--- src/rtl/pipeline_pkg.sv ---
// Shared pipeline definitions for the fetch-side redirect logic.
// State encoding and address constants.
package pipeline_pkg;

  localparam int ADDR_W = 32;
  localparam logic [31:0] RESET_PC = 32'h0000_0000;
  localparam int INSTR_BYTES = 4;

  typedef enum logic {
    ST_RUN,
    ST_PENDING
  } redir_state_t;

endpackage

--- src/rtl/pc_target_calc.sv ---
// Redirect target selection: jr > j/jal > branch.
// Purely combinational; all arithmetic wraps.
module pc_target_calc
  import pipeline_pkg::*;
#(
  parameter int AW = 32
) (
  input  logic          branch,
  input  logic [15:0]   jump_amount,
  input  logic          jump,
  input  logic [25:0]   jump_target,
  input  logic          jump_reg,
  input  logic [AW-1:0] jump_reg_addr,
  input  logic [AW-1:0] id_pc_plus4,
  output logic [AW-1:0] target,
  output logic          req,
  output logic          misalign
);

  logic [AW-1:0] br_off;
  logic [AW-1:0] br_tgt;
  logic [AW-1:0] j_tgt;
  logic [AW-1:0] jr_tgt;

  assign br_off = {{(AW-18){jump_amount[15]}}, jump_amount, 2'b00};
  assign br_tgt = id_pc_plus4 + br_off;
  assign j_tgt  = {id_pc_plus4[AW-1:28], jump_target, 2'b00};
  assign jr_tgt = {jump_reg_addr[AW-1:2], 2'b00};

  assign req      = jump_reg | jump | branch;
  assign misalign = jump_reg & (jump_reg_addr[1:0] != 2'b00);

  // priority select of the redirect target
  always_comb begin
    target = br_tgt;
    if (jump_reg)
      target = jr_tgt;
    else if (jump)
      target = j_tgt;
  end

endmodule

--- src/rtl/pc_redirect_unit.sv ---
// Program counter owner: applies ID-stage redirects, holds
// them across stalls, and flushes the wrong-path fetch.
module pc_redirect_unit
  import pipeline_pkg::*;
#(
  parameter int          ADDR_W   = 32,
  parameter logic [31:0] RESET_PC = 32'h0000_0000,
  parameter int          CNT_W    = 16
) (
  input  logic              Clk,
  input  logic              Reset_n,
  input  logic              Stall,
  input  logic              Branch,
  input  logic [15:0]       JumpAmount,
  input  logic              Jump,
  input  logic [25:0]       JumpTarget,
  input  logic              JumpReg,
  input  logic [ADDR_W-1:0] JumpRegAddr,
  input  logic [ADDR_W-1:0] ID_PCPlus4,
  output logic [ADDR_W-1:0] PC,
  output logic [ADDR_W-1:0] PCPlus4,
  output logic              IFID_Flush,
  output logic              Pending,
  output logic              MisalignErr,
  output logic [CNT_W-1:0]  RedirectCount
);

  redir_state_t      state, state_n;
  logic [ADDR_W-1:0] pend_tgt, pend_tgt_n;
  logic [ADDR_W-1:0] pc_n;
  logic [ADDR_W-1:0] target;
  logic              req;
  logic              misalign;
  logic              apply;
  logic              mis_n;

  pc_target_calc #(.AW(ADDR_W)) u_calc (
    .branch        (Branch),
    .jump_amount   (JumpAmount),
    .jump          (Jump),
    .jump_target   (JumpTarget),
    .jump_reg      (JumpReg),
    .jump_reg_addr (JumpRegAddr),
    .id_pc_plus4   (ID_PCPlus4),
    .target        (target),
    .req           (req),
    .misalign      (misalign)
  );

  assign PCPlus4 = PC + ADDR_W'(INSTR_BYTES);
  assign Pending = (state == ST_PENDING);

  // next-state, next-PC and flush decision
  always_comb begin
    state_n    = state;
    pc_n       = PC;
    pend_tgt_n = pend_tgt;
    IFID_Flush = 1'b0;
    apply      = 1'b0;
    mis_n      = 1'b0;
    case (state)
      ST_RUN: begin
        mis_n = misalign;
        if (!Stall) begin
          if (req) begin
            pc_n       = target;
            IFID_Flush = 1'b1;
            apply      = 1'b1;
          end else begin
            pc_n = PCPlus4;
          end
        end else if (req) begin
          pend_tgt_n = target;
          state_n    = ST_PENDING;
        end
      end
      ST_PENDING: begin
        if (!Stall) begin
          pc_n       = pend_tgt;
          IFID_Flush = 1'b1;
          apply      = 1'b1;
          state_n    = ST_RUN;
        end
      end
      default: state_n = ST_RUN;
    endcase
  end

  // state, PC, held target and error pulse registers
  always_ff @(posedge Clk or negedge Reset_n) begin
    if (!Reset_n) begin
      state       <= ST_RUN;
      PC          <= RESET_PC[ADDR_W-1:0];
      pend_tgt    <= '0;
      MisalignErr <= 1'b0;
    end else begin
      state       <= state_n;
      PC          <= pc_n;
      pend_tgt    <= pend_tgt_n;
      MisalignErr <= mis_n;
    end
  end

  // saturating count of applied redirects
  always_ff @(posedge Clk or negedge Reset_n) begin
    if (!Reset_n)
      RedirectCount <= '0;
    else if (apply && (RedirectCount != '1))
      RedirectCount <= RedirectCount + 1'b1;
  end

endmodule

--- config.mk ---
export PLATFORM = sky130hd
export DESIGN_NAME = pc_redirect_unit
export DESIGN_NICKNAME = d
export VERILOG_FILES = /design/src/rtl/pipeline_pkg.sv /design/src/rtl/pc_target_calc.sv /design/src/rtl/pc_redirect_unit.sv
export SDC_FILE = /design/constraint.sdc
export NUM_CORES = 1
export LEC_CHECK = 0
export CAP_MARGIN = 15
export CORE_MARGIN = 1
export CORE_UTILIZATION = 33
export CTS_BUF_LIST = sky130_fd_sc_hd__clkbuf_2 sky130_fd_sc_hd__clkbuf_4 sky130_fd_sc_hd__clkbuf_8
export DETAILED_ROUTE_END_ITERATION = 10
export MAX_ROUTING_LAYER = met4
export PLACE_DENSITY = 0.64
export SYNTH_ARGS = -nofsm -noshare
export SYNTH_HDL_FRONTEND = slang
export SYNTH_SLANG_ARGS = --single-unit
export TNS_END_PERCENT = 30
--- constraint.sdc ---
create_clock -name Clk -period 2.3 [get_ports Clk]
set_input_delay 0.23 -clock Clk [delete_from_list [all_inputs] [get_ports Clk]]
set_output_delay 0.23 -clock Clk [all_outputs]
set_load 0.1 [all_outputs]
==> run_results.csv <==
group,metric,value,unit
run_status,status,"complete, but fails checks",
run_status,failed_checks,"negative setup slack",
synth,postSynthNetCount,988,
worst_setup_path,worstSetupStartpoint,"PC[6]",
clock_tree,clk-insertion-delay-late,370,ps
synth,most_instantiated_library_cell_after_synthesis,"nand2_1",
route,drt-wirelength-per-cell,18.0,um
worst_setup_path,r2r_end,"PC[21]",
route,first_pass_detailed_route_iteration_total,5,
synth,total_of_flip_flops_plus_latches_after_synthesis,82,
sta,worst_hold_slack,356,ps
synth,syn-instance-count,844,
floorplanning,floorplan.die.height,146,um
sta,tightest_slew,705,ps
floorplanning,floorplan.die_area,21200,um2
floorplanning,fp.coreArea,20200,um2
flow_run,max_cap_viol_count,0,
placed_design,dp.final_hpwl,20400,um
floorplanning,initial_utilization,0.336,
worst_setup_path,reg2reg_setup_slack,70,ps
placed_design,portBuffers,194,
worst_setup_path,critical_path.cell_chain,"and4_1 -> nand4_1 -> nor2_4 -> nand3_4 -> nor3_4 -> xor2_4 -> buf_12",
grt,grt_pass1_wl,41900,um
grt,gr-usage-all-layers,0.256,
sta,maxClockFrequency,399,MHz
finish,design.final.nets,1342,
power,static_leakage,5.24,nW
sta,fin_setup_tns,-2150,ps
route,post_drt_via_cell_ratio,5.38,
worst_setup_path,path_max_fanout,5,
hold_path,hold_path.startpoint,"Stall",
route,postRouteWirelength,26500,um
route,routed-via-count,7925,
synth,synth-edff-count,0,
synth,yosys_warnings,0,
floorplanning,io_pins,195,
clock_tree,clk_pin_slew,90,ps
sta,worst_slack,-209,ps
grt,gr-total-overflow,0,
synth,yosys-top-cells-area,"dfrtp_1 30%, nand2_1 6.7%, ha_1 5.7%, xnor2_1 5.4%, a21oi_1 4.9%",
synth,yosys_most_used_dff,"dfrtp_1",
sta,finClkSkew,9.56,ps
worst_setup_path,rr_startpoint,"PC[6]",
worst_setup_path,critical_path.n_buffers_inverters,1,
route,remaining_drc_errors,0,
power,ir_drop,0.000484,V
grt,largest_net_degree_at_the_start_of_global_routing,43,
floorplanning,die_x,146,um
power,p_per_area,701,nW/um2
finish,drive_above_1_share,0.397,
sta,post-route-period-util,1.09,
hold_path,min_delay_path_depth,4,
synth,yosys.area.top_type_share,0.302,
grt,antenna_found_initial,0,
worst_setup_path,crit_path_leading_delay_family,"simple AND/OR/NAND/NOR gates",
worst_setup_path,end_kind,"output port",
worst_setup_path,cp_data_arrival_time,2280,ps
placed_design,gp_congestion,0.945,
clock_tree,htreeDepth,3,
placed_design,place_worst_setup_slack,-829,ps
clock_tree,cts_sinks,82,
floorplanning,rows,52,
synth,post_synth_cell_types,79,
route,drt-initial-drc-count,536,
synth,share_of_flip_flops_with_an_asynchronous_set_or_reset,1.00,
sta,final-hold-violation-count,0,
sta,relSlewSlack,0.525,
synth,yosys-top-cells-count,"121 x nand2_1, 82 x dfrtp_1, 66 x a21oi_1",
worst_setup_path,critPathMaxStageDelay,450,ps
hold_path,min_path_type,"in -> reg",
worst_setup_path,setup_crit_start_kind,"register",
sta,setup-violations-final,20,
clock_tree,cts.path.max_buffers,2,
grt,first_global_vias,7670,
clock_tree,buffer_type_at_the_clock_tree_root,"clkbuf_8",
sta,finalMaxSlewViolations,0,
worst_setup_path,path_depth,7,
synth,yosysTopAreaCell,"dfrtp_1",
sta,grt_setup_unrepaired,"yes",
worst_setup_path,crit_end,"PCPlus4[29]",
synth,post_synth.cell_area_avg,8.06,um2
synth,mappedNetlistArea,6810,um2
worst_setup_path,worst_path_max_delay_cell,"dfrtp_4",
finish,utilization,0.592,
finish,area.growth.synth_to_final,75.9,%
synth,synth.yosys.seq_area_share,0.302,
clock_tree,cts_tree,"yes",
route,detail-route-antenna-nets,0,
sta,final_period_minus_worst_setup_slack,2510,ps
clock_tree,cts_buffers,9,
worst_setup_path,critical_path_class,"reg -> out",
finish,antenna_cells,0,
worst_setup_path,worstPathRequired,2070,ps
worst_setup_path,worstRegToRegCells,10,
==> stage by stage <==
stage,instances,cell area (um2),total power [mW]
after floorplan,844,7390,5.14
after global placement,1425,10800,6.74
after detailed placement,1425,10800,6.77
after CTS,1458,11600,8.25
after global routing,1473,12000,8.74
final,1473,12000,8.39
==> cell usage in the layout (no fill, tap or decap), types with 10 or more instances in the layout <==
| cell type | netlist | final |
|---|---|---|
| buf_4 | 4 | 238 |
| nand2_1 | 121 | 114 |
| clkdlybuf4s50_1 | 0 | 74 |
| a21oi_1 | 66 | 57 |
| dfrtp_1 | 82 | 54 |
| nor2_1 | 58 | 50 |
| o21ai_0 | 57 | 45 |
| buf_12 | 0 | 30 |
| nand3_1 | 28 | 22 |
| inv_1 | 21 | 21 |
| dlygate4sd2_1 | 0 | 20 |
| a21o_1 | 19 | 19 |
| xnor2_1 | 42 | 19 |
| ha_4 | 0 | 19 |
| and3_1 | 16 | 16 |
| nand4_1 | 16 | 16 |
| dfrtp_4 | 0 | 15 |
| o211ai_1 | 15 | 15 |
| xnor2_4 | 0 | 14 |
| dfrtp_2 | 0 | 13 |
| o21a_1 | 13 | 13 |
| o21ai_1 | 8 | 12 |
| buf_6 | 3 | 12 |
| nand2b_1 | 11 | 11 |
| nor3_1 | 16 | 10 |
| clkbuf_8 | 0 | 10 |
==> kinds of logic (layout without fill, tap and decap cells) <==
group                    after synthesis  count (layout)  synth area share
XOR/XNOR                              58              58            0.0746
multiplexers                          10              10            0.0154
AO/OA/AOI/OAI                        286             286             0.288
AND/OR/NAND/NOR                      307             307             0.214
buffers and inverters                 69             428            0.0463
adder cells (fa/ha/maj)               32              32            0.0599
flip-flops                            82              82             0.302
==> worst min path at each step <==
| stage | end | slack, ps |
|---|---|---|
| after floorplan | MisalignErr | -70 |
| after global placement | pend_tgt[8] | 260 |
| after detailed placement | pend_tgt[8] | 260 |
| after CTS | PC[0] | 350 |
| after global routing | PC[1] | 390 |
| final | PC[0] | 360 |
==> metal layers <==
metal	wire (um)	GRT usage	vias to the layer above
li1	-	-	3836
met1	12000	0.348	3769
met2	12500	0.410	291
met3	1530	0.0295	29
met4	414	0.0542	0
met5	0	-	-
==> worst reg2reg max path, stage by stage (launching register included) <==
cell	delay (ps)
dfrtp_4	450
and4_1	210
nand4_1	190
nor2_4	270
buf_4	150
buf_6	90
nand3_2	120
xnor2_4	180
buf_4	150
a32oi_1	190
o211ai_2	110
==> final cells by class <==
cell class / instances / area (um2)
repair buffers: 391 / 3610
clock buffers: 10 / 138
fillers: 1745 / 8260
flip-flops and latches: 82 / 2120
clock inverters: 6 / 114
multi-input cells: 693 / 5570
inverters: 21 / 78.8
well taps: 270 / 338
==> power by group <==
| group | switching (mW) | internal, mW |
|---|---|---|
| Combinational | 3.28 | 1.80 |
| Clock | 0.576 | 0.753 |
| Sequential | 0.256 | 1.73 |
==> flip-flops by register name, summed over array words and instances (netlist names) <==
name	cells
PC	32
pend_tgt	32
RedirectCount	16
MisalignErr	1
Pending	1
==> repair_timing <==
action / CTS / global route
pin swaps: 56 / 38
buffers inserted: 17 / 16
resized for setup: 99 / 61
setup endpoints to repair: 63 / 59
endpoints found under the hold margin: 40 / 0
hold buffers: 1 / 0
Note: power is estimated with default switching activity, not from simulation.
